`src/rtl/exec_controller_if.sv`:
```
// exec_controller_if: host load stream, imem write port and core control/observe signals
interface exec_controller_if #(
  parameter int ADDR_W  = 8,
  parameter int INSTR_W = 15,
  parameter int CNT_W   = 16
);
  logic               load_start;
  logic [7:0]         load_len;
  logic               byte_valid;
  logic [7:0]         byte_data;
  logic               byte_ready;
  logic               imem_we;
  logic [ADDR_W-1:0]  imem_waddr;
  logic [INSTR_W-1:0] imem_wdata;
  logic               run;
  logic               step;
  logic               halt_req;
  logic               bp_en;
  logic [ADDR_W-1:0]  bp_addr;
  logic [ADDR_W-1:0]  pc_addr;
  logic               cpu_en;
  logic               cpu_reset;
  logic [1:0]         state;
  logic [CNT_W-1:0]   cycle_count;
  modport master (
    output load_start, load_len, byte_valid, byte_data, run, step, halt_req, bp_en, bp_addr, pc_addr,
    input  byte_ready, imem_we, imem_waddr, imem_wdata, cpu_en, cpu_reset, state, cycle_count
  );
  modport slave (
    input  load_start, load_len, byte_valid, byte_data, run, step, halt_req, bp_en, bp_addr, pc_addr,
    output byte_ready, imem_we, imem_waddr, imem_wdata, cpu_en, cpu_reset, state, cycle_count
  );
endinterface

```
`src/rtl/exec_controller.sv`:
```
// exec_controller: program loader and run/step/halt sequencer owning the core enable and reset
module exec_controller #(
  parameter int ADDR_W  = 8,
  parameter int INSTR_W = 15,
  parameter int CNT_W   = 16
) (
  input logic clk,
  input logic reset,
  exec_controller_if.slave bus
);
  typedef enum logic [1:0] {IDLE = 2'b00, LOAD = 2'b01, RUN = 2'b10, HALTED = 2'b11} state_t;
  state_t             state_q, state_d;
  logic               phase_q, phase_d;
  logic               first_q, first_d;
  logic               we_q, we_d;
  logic [6:0]         hold_q, hold_d;
  logic [7:0]         len_q, len_d;
  logic [ADDR_W-1:0]  idx_q, idx_d;
  logic [ADDR_W-1:0]  waddr_q, waddr_d;
  logic [INSTR_W-1:0] wdata_q, wdata_d;
  logic [CNT_W-1:0]   cnt_q, cnt_d;
  logic               loading, bp_hit, en;
  always_comb begin
    loading = state_q == LOAD;
    bp_hit  = bus.bp_en && bus.pc_addr == bus.bp_addr && !first_q;
    en = (state_q == RUN) ? !bp_hit && !bus.halt_req
       : !loading && bus.step && !bus.run && !bus.load_start;
    state_d = state_q;
    phase_d = phase_q;
    hold_d  = hold_q;
    len_d   = len_q;
    idx_d   = idx_q;
    we_d    = 1'b0;
    waddr_d = waddr_q;
    wdata_d = wdata_q;
    first_d = 1'b0;
    cnt_d   = (en && cnt_q != '1) ? cnt_q + 1'b1 : cnt_q;
    if (loading) begin
      if (bus.byte_valid) begin
        phase_d = !phase_q;
        if (!phase_q) begin
          hold_d = bus.byte_data[6:0];
        end else begin
          we_d    = 1'b1;
          waddr_d = idx_q;
          wdata_d = INSTR_W'({hold_q, bus.byte_data});
          idx_d   = idx_q + 1'b1;
          // len 0 wraps to 255 here, giving a 256-instruction load
          state_d = (idx_q == ADDR_W'(len_q - 8'd1)) ? IDLE : LOAD;
        end
      end
    end else if (state_q == RUN) begin
      state_d = en ? RUN : HALTED;
    end else if (bus.load_start) begin
      state_d = LOAD;
      idx_d   = '0;
      phase_d = 1'b0;
      cnt_d   = '0;
      len_d   = bus.load_len;
    end else if (bus.run) begin
      state_d = RUN;
      first_d = 1'b1;
    end else if (bus.step) begin
      state_d = HALTED;
    end
  end
  always_ff @(posedge clk or posedge reset) begin
    if (reset) begin
      state_q <= IDLE;
      phase_q <= 1'b0;
      first_q <= 1'b0;
      we_q    <= 1'b0;
      hold_q  <= '0;
      len_q   <= '0;
      idx_q   <= '0;
      waddr_q <= '0;
      wdata_q <= '0;
      cnt_q   <= '0;
    end else begin
      state_q <= state_d;
      phase_q <= phase_d;
      first_q <= first_d;
      we_q    <= we_d;
      hold_q  <= hold_d;
      len_q   <= len_d;
      idx_q   <= idx_d;
      waddr_q <= waddr_d;
      wdata_q <= wdata_d;
      cnt_q   <= cnt_d;
    end
  end
  assign bus.byte_ready  = loading;
  assign bus.cpu_reset   = loading;
  assign bus.cpu_en      = en;
  assign bus.imem_we     = we_q;
  assign bus.imem_waddr  = waddr_q;
  assign bus.imem_wdata  = wdata_q;
  assign bus.state       = state_q;
  assign bus.cycle_count = cnt_q;
endmodule

```
`src/flat_wrapper.sv`:
```
// flat-port wrapper written by rule: the top's interface ports become plain ports
module exec_controller_flat 
#(
  parameter int ADDR_W  = 8,
  parameter int INSTR_W = 15,
  parameter int CNT_W   = 16
)
  (clk, reset, bus_load_start, bus_load_len, bus_byte_valid, bus_byte_data, bus_run, bus_step, bus_halt_req, bus_bp_en, bus_bp_addr, bus_pc_addr, bus_byte_ready, bus_imem_we, bus_imem_waddr, bus_imem_wdata, bus_cpu_en, bus_cpu_reset, bus_state, bus_cycle_count);
  exec_controller_if #(.ADDR_W(ADDR_W), .INSTR_W(INSTR_W), .CNT_W(CNT_W)) bus_i ();
  input logic clk;
  input logic reset;
  input wire logic [$bits(bus_i.load_start)-1:0] bus_load_start;
  input wire logic [$bits(bus_i.load_len)-1:0] bus_load_len;
  input wire logic [$bits(bus_i.byte_valid)-1:0] bus_byte_valid;
  input wire logic [$bits(bus_i.byte_data)-1:0] bus_byte_data;
  input wire logic [$bits(bus_i.run)-1:0] bus_run;
  input wire logic [$bits(bus_i.step)-1:0] bus_step;
  input wire logic [$bits(bus_i.halt_req)-1:0] bus_halt_req;
  input wire logic [$bits(bus_i.bp_en)-1:0] bus_bp_en;
  input wire logic [$bits(bus_i.bp_addr)-1:0] bus_bp_addr;
  input wire logic [$bits(bus_i.pc_addr)-1:0] bus_pc_addr;
  output wire logic [$bits(bus_i.byte_ready)-1:0] bus_byte_ready;
  output wire logic [$bits(bus_i.imem_we)-1:0] bus_imem_we;
  output wire logic [$bits(bus_i.imem_waddr)-1:0] bus_imem_waddr;
  output wire logic [$bits(bus_i.imem_wdata)-1:0] bus_imem_wdata;
  output wire logic [$bits(bus_i.cpu_en)-1:0] bus_cpu_en;
  output wire logic [$bits(bus_i.cpu_reset)-1:0] bus_cpu_reset;
  output wire logic [$bits(bus_i.state)-1:0] bus_state;
  output wire logic [$bits(bus_i.cycle_count)-1:0] bus_cycle_count;
  assign bus_i.load_start = bus_load_start;
  assign bus_i.load_len = bus_load_len;
  assign bus_i.byte_valid = bus_byte_valid;
  assign bus_i.byte_data = bus_byte_data;
  assign bus_i.run = bus_run;
  assign bus_i.step = bus_step;
  assign bus_i.halt_req = bus_halt_req;
  assign bus_i.bp_en = bus_bp_en;
  assign bus_i.bp_addr = bus_bp_addr;
  assign bus_i.pc_addr = bus_pc_addr;
  assign bus_byte_ready = bus_i.byte_ready;
  assign bus_imem_we = bus_i.imem_we;
  assign bus_imem_waddr = bus_i.imem_waddr;
  assign bus_imem_wdata = bus_i.imem_wdata;
  assign bus_cpu_en = bus_i.cpu_en;
  assign bus_cpu_reset = bus_i.cpu_reset;
  assign bus_state = bus_i.state;
  assign bus_cycle_count = bus_i.cycle_count;
  exec_controller #(.ADDR_W(ADDR_W), .INSTR_W(INSTR_W), .CNT_W(CNT_W)) u_core (.clk(clk), .reset(reset), .bus(bus_i));
endmodule
```
`config.mk`:
```
export PLATFORM = sky130hd
export DESIGN_NAME = exec_controller_flat
export DESIGN_NICKNAME = d
export VERILOG_FILES = /design/src/rtl/exec_controller_if.sv /design/src/rtl/exec_controller.sv /design/src/flat_wrapper.sv
export SDC_FILE = /design/constraint.sdc
export NUM_CORES = 1
export LEC_CHECK = 0
export ABC_AREA = 1
export CAP_MARGIN = 40
export CORE_UTILIZATION = 40
export CTS_CLUSTER_DIAMETER = 150
export DETAILED_ROUTE_END_ITERATION = 7
export GPL_ROUTABILITY_DRIVEN = 0
export HOLD_SLACK_MARGIN = 0.02
export PLACE_DENSITY = 0.79
export SYNTH_ARGS = -nofsm -noshare
export SYNTH_HDL_FRONTEND = slang
export SYNTH_SLANG_ARGS = --single-unit
```
`constraint.sdc`:
```
create_clock -name clk -period 2.2 [get_ports clk]
set_clock_uncertainty 0.05 [all_clocks]
set_input_delay 0.33 -clock clk [delete_from_list [all_inputs] [get_ports clk]]
set_output_delay 0.33 -clock clk [all_outputs]
set_load 0.02 [all_outputs]
```
==> impl_metrics.json <==
{
  "r2r_slack_ps": 170,
  "synth_top_area_cell": "dfrtp_1",
  "fmax_mhz": 481,
  "yosys-top-cells-count": "125 x nand2_1, 69 x inv_1, 67 x dfrtp_1",
  "period_share_pct": 94.5,
  "die_h_um": 95.5,
  "numPortBuffers": 84,
  "cp_slowest_stage_delay_ps": 380,
  "drt_iter0_markers": 132,
  "ys_ff_latch": 67,
  "r2r-end": "u_core.bus.cycle_count[13]",
  "yosysTopAreaCellShare_pct": 47.9,
  "ios": 85,
  "hold_violations": 0,
  "holdBufCountCts": 0,
  "synth.avg_cell_area_um2": 7.66,
  "powerDensity_mw_per_mm2": 1080,
  "initial_utilization_pct": 41.9,
  "rows": 33,
  "path_cells": "inv_1 > ha_1 > nor2_4 > nand3_1 > nand2_1 > a21boi_4 > buf_4",
  "clk_pin_slew_ps": 80,
  "synth_area_leaders": "dfrtp_1 48%, nand2_1 13%, inv_1 7.4%",
  "timing.final.max_slew_violations": 0,
  "via_count": 3203,
  "cts_tree": "yes",
  "first_pass_iters": 4,
  "dpl_cell_area_mm2": 0.00456,
  "drive_above_1_share_pct": 9.38,
  "ys_async_sr_fraction_pct": 100,
  "cp-start-kind": "flip-flop",
  "core_area_mm2": 0.00834,
  "period_needed_ps": 2080,
  "routed_via_density": 4.78,
  "power_leakage_nw": 2.32,
  "synth-seq-area-share_pct": 47.9,
  "hp-class": "primary input to async pin",
  "syn_inst": 457,
  "cp_slowest_cell": "dfrtp_1",
  "yosysWarnings": 0,
  "end_kind": "output pin",
  "arrival_ps": 1700,
  "crit_type": "flip-flop to output pin",
  "drc": 0,
  "synth_edf_count": 0,
  "cts_sinks": 67,
  "grt_usage_pct": 19.0,
  "clk_path_buf_depth": 2,
  "layout_setup_ws_ps": 122,
  "grt_pass1_wl_mm": 13.4,
  "nets": 605,
  "routed_wl_mm": 7.98,
  "ys_types": 29,
  "cp_max_fo": 3,
  "power_w": 0.00515,
  "worstRegToRegCells": 9,
  "dieArea_mm2": 0.00912,
  "grt_overflow": 0,
  "dp_worst_setup_slack_ps": -219,
  "grt_pass1_vias": 3116,
  "root_buffer": "clkbuf_8",
  "synth_top_flop_cell": "dfrtp_1",
  "netlist_area_mm2": 0.00350,
  "num_antenna_cells": 0,
  "grt_max_degree": 68,
  "vdd_drop_max_mv": 0.430,
  "syn-num-nets": 502,
  "antenna_found_initial": 0,
  "setup_violations": 0,
  "route.antenna.remaining_nets": 0,
  "maxCapViolations": 0,
  "cts_buffers": 9,
  "relSlewSlack_pct": 63.7,
  "place_hpwl_mm": 5.99,
  "die_x_um": 95.5,
  "outcome": "finished, final reports clean",
  "required_ps": 1820,
  "htreeDepth": 3,
  "yosysMostFrequentCell": "nand2_1",
  "clock_latency_ps": 350,
  "syn2layout_area_growth_pct": 36.3,
  "routedWlPerCell_um": 11.9,
  "worst_slew_pin_slew_ps": 545,
  "final_area_mm2": 0.00477,
  "rr_startpoint": "u_core.bus.cycle_count[0]"
}
## report_power, final
part / internal, W / switching [W]
Clock: 0.000541 / 0.000519
Combinational: 0.00101 / 0.00128
Sequential: 0.00158 / 0.000211
Total: 0.00313 / 0.00201
## logic make-up (layout without fill, tap and decap cells)
| group | after synthesis | in the layout | share of synthesized area, % |
|---|---|---|---|
| XOR/XNOR | 10 | 10 | 2.50 |
| AND/OR/NAND/NOR | 239 | 239 | 29.8 |
| buffers and inverters | 79 | 187 | 8.76 |
| AO/OA/AOI/OAI | 55 | 55 | 8.55 |
| multiplexers | 2 | 2 | 0.644 |
| flip-flops | 67 | 67 | 47.9 |
| adder cells (fa/ha/maj) | 5 | 5 | 1.79 |
## critical path, delay by kind of cell, from the launching register on
kind | cells | cell delay (ps)
flip-flops | 1 | 380
AND/OR/NAND/NOR | 3 | 310
AO/OA/AOI/OAI | 1 | 180
buffers and inverters | 2 | 230
adder cells (fa/ha/maj) | 1 | 240
## worst max-delay path by stage
stage / slack [ps] / startpoint / endpoint / depth (start not counted)
2_1_floorplan: 60 / u_core.bus.state[1] / u_core.bus.cycle_count[0] / 10
3_3_place_gp: -220 / bus_pc_addr[0] / bus_cpu_en / 9
3_5_place_dp: -220 / bus_pc_addr[1] / bus_cpu_en / 9
4_1_cts: 80 / u_core.bus.state[1] / bus_cpu_en / 7
5_1_grt: -10 / u_core.bus.state[1] / bus_cpu_en / 7
6_report: 120 / u_core.bus.state[1] / bus_cpu_en / 7
## layout make-up
type,count,area [um^2]
clock inverters,7,80.1
clock buffers,9,124
repair buffers,102,983
fillers,763,3570
inverters,69,259
flip-flops and latches,67,1680
well taps,105,131
multi-input cells,311,1520
## what timing repair did
| item | CTS | global route |
|---|---|---|
| endpoints found under the hold margin | 0 | 0 |
| buffers inserted | 0 | 2 |
| setup endpoints to repair | 3 | 1 |
| gates resized for setup | 6 | 1 |
## layer usage
layer	GRT usage [%]	share of wire, %	vias up
li1	-	-	1639
met1	22.1	44	1476
met2	33.9	49	82
met3	5.18	5.4	6
met4	5.60	1.1	0
met5	0	0	-
## cells in the final DEF (no fill, tap or decap)
cell and count:
nand3_1 24, clkinvlp_4 1, nand3_2 4, clkbuf_8 9, buf_4 18, nor2_1 58, nand2_1 125, nand4_1 6
nor2_4 2, xor2_1 6, inv_1 68, clkinv_2 1, inv_8 1, clkdlybuf4s50_1 81, nor3_2 2, nor3_1 9
o21bai_1 2, nor2_2 1, inv_6 3, ha_1 5, or2_1 2, o21a_1 1, a21oi_1 21, buf_12 1
mux2_2 2, a31oi_1 2, inv_2 1, bufinv_16 1, xnor2_1 4, o21ai_0 28, a21boi_4 1, nor2_8 1
nand2_2 2, nand3b_1 1, dlygate4sd2_1 2, or2_2 2, dfrtp_1 67
## sequential cells by signal, indices dropped and copies added, names as in the netlist
register and cells:
u_core.bus.imem_we 1, u_core.idx_q 8, u_core.bus.state 2, u_core.first_q 1, u_core.bus.imem_wdata 15, u_core.bus.imem_waddr 8
u_core.phase_q 1, u_core.hold_q 7, u_core.len_q 8, u_core.bus.cycle_count 16
## metrics by stage
stage | TNS [ps] | hold slack [ps] | utilization (%) | cells
2_1_floorplan | 0 | 351 | - | 457
3_3_place_gp | -221 | 403 | 54.6 | 652
3_5_place_dp | -219 | 409 | 54.6 | 652
4_1_cts | 0 | 328 | 57.0 | 668
5_1_grt | -10.5 | 348 | 57.2 | 670
6_report | 0 | 304 | 57.2 | 670
Power figures use the tool's default switching activity.
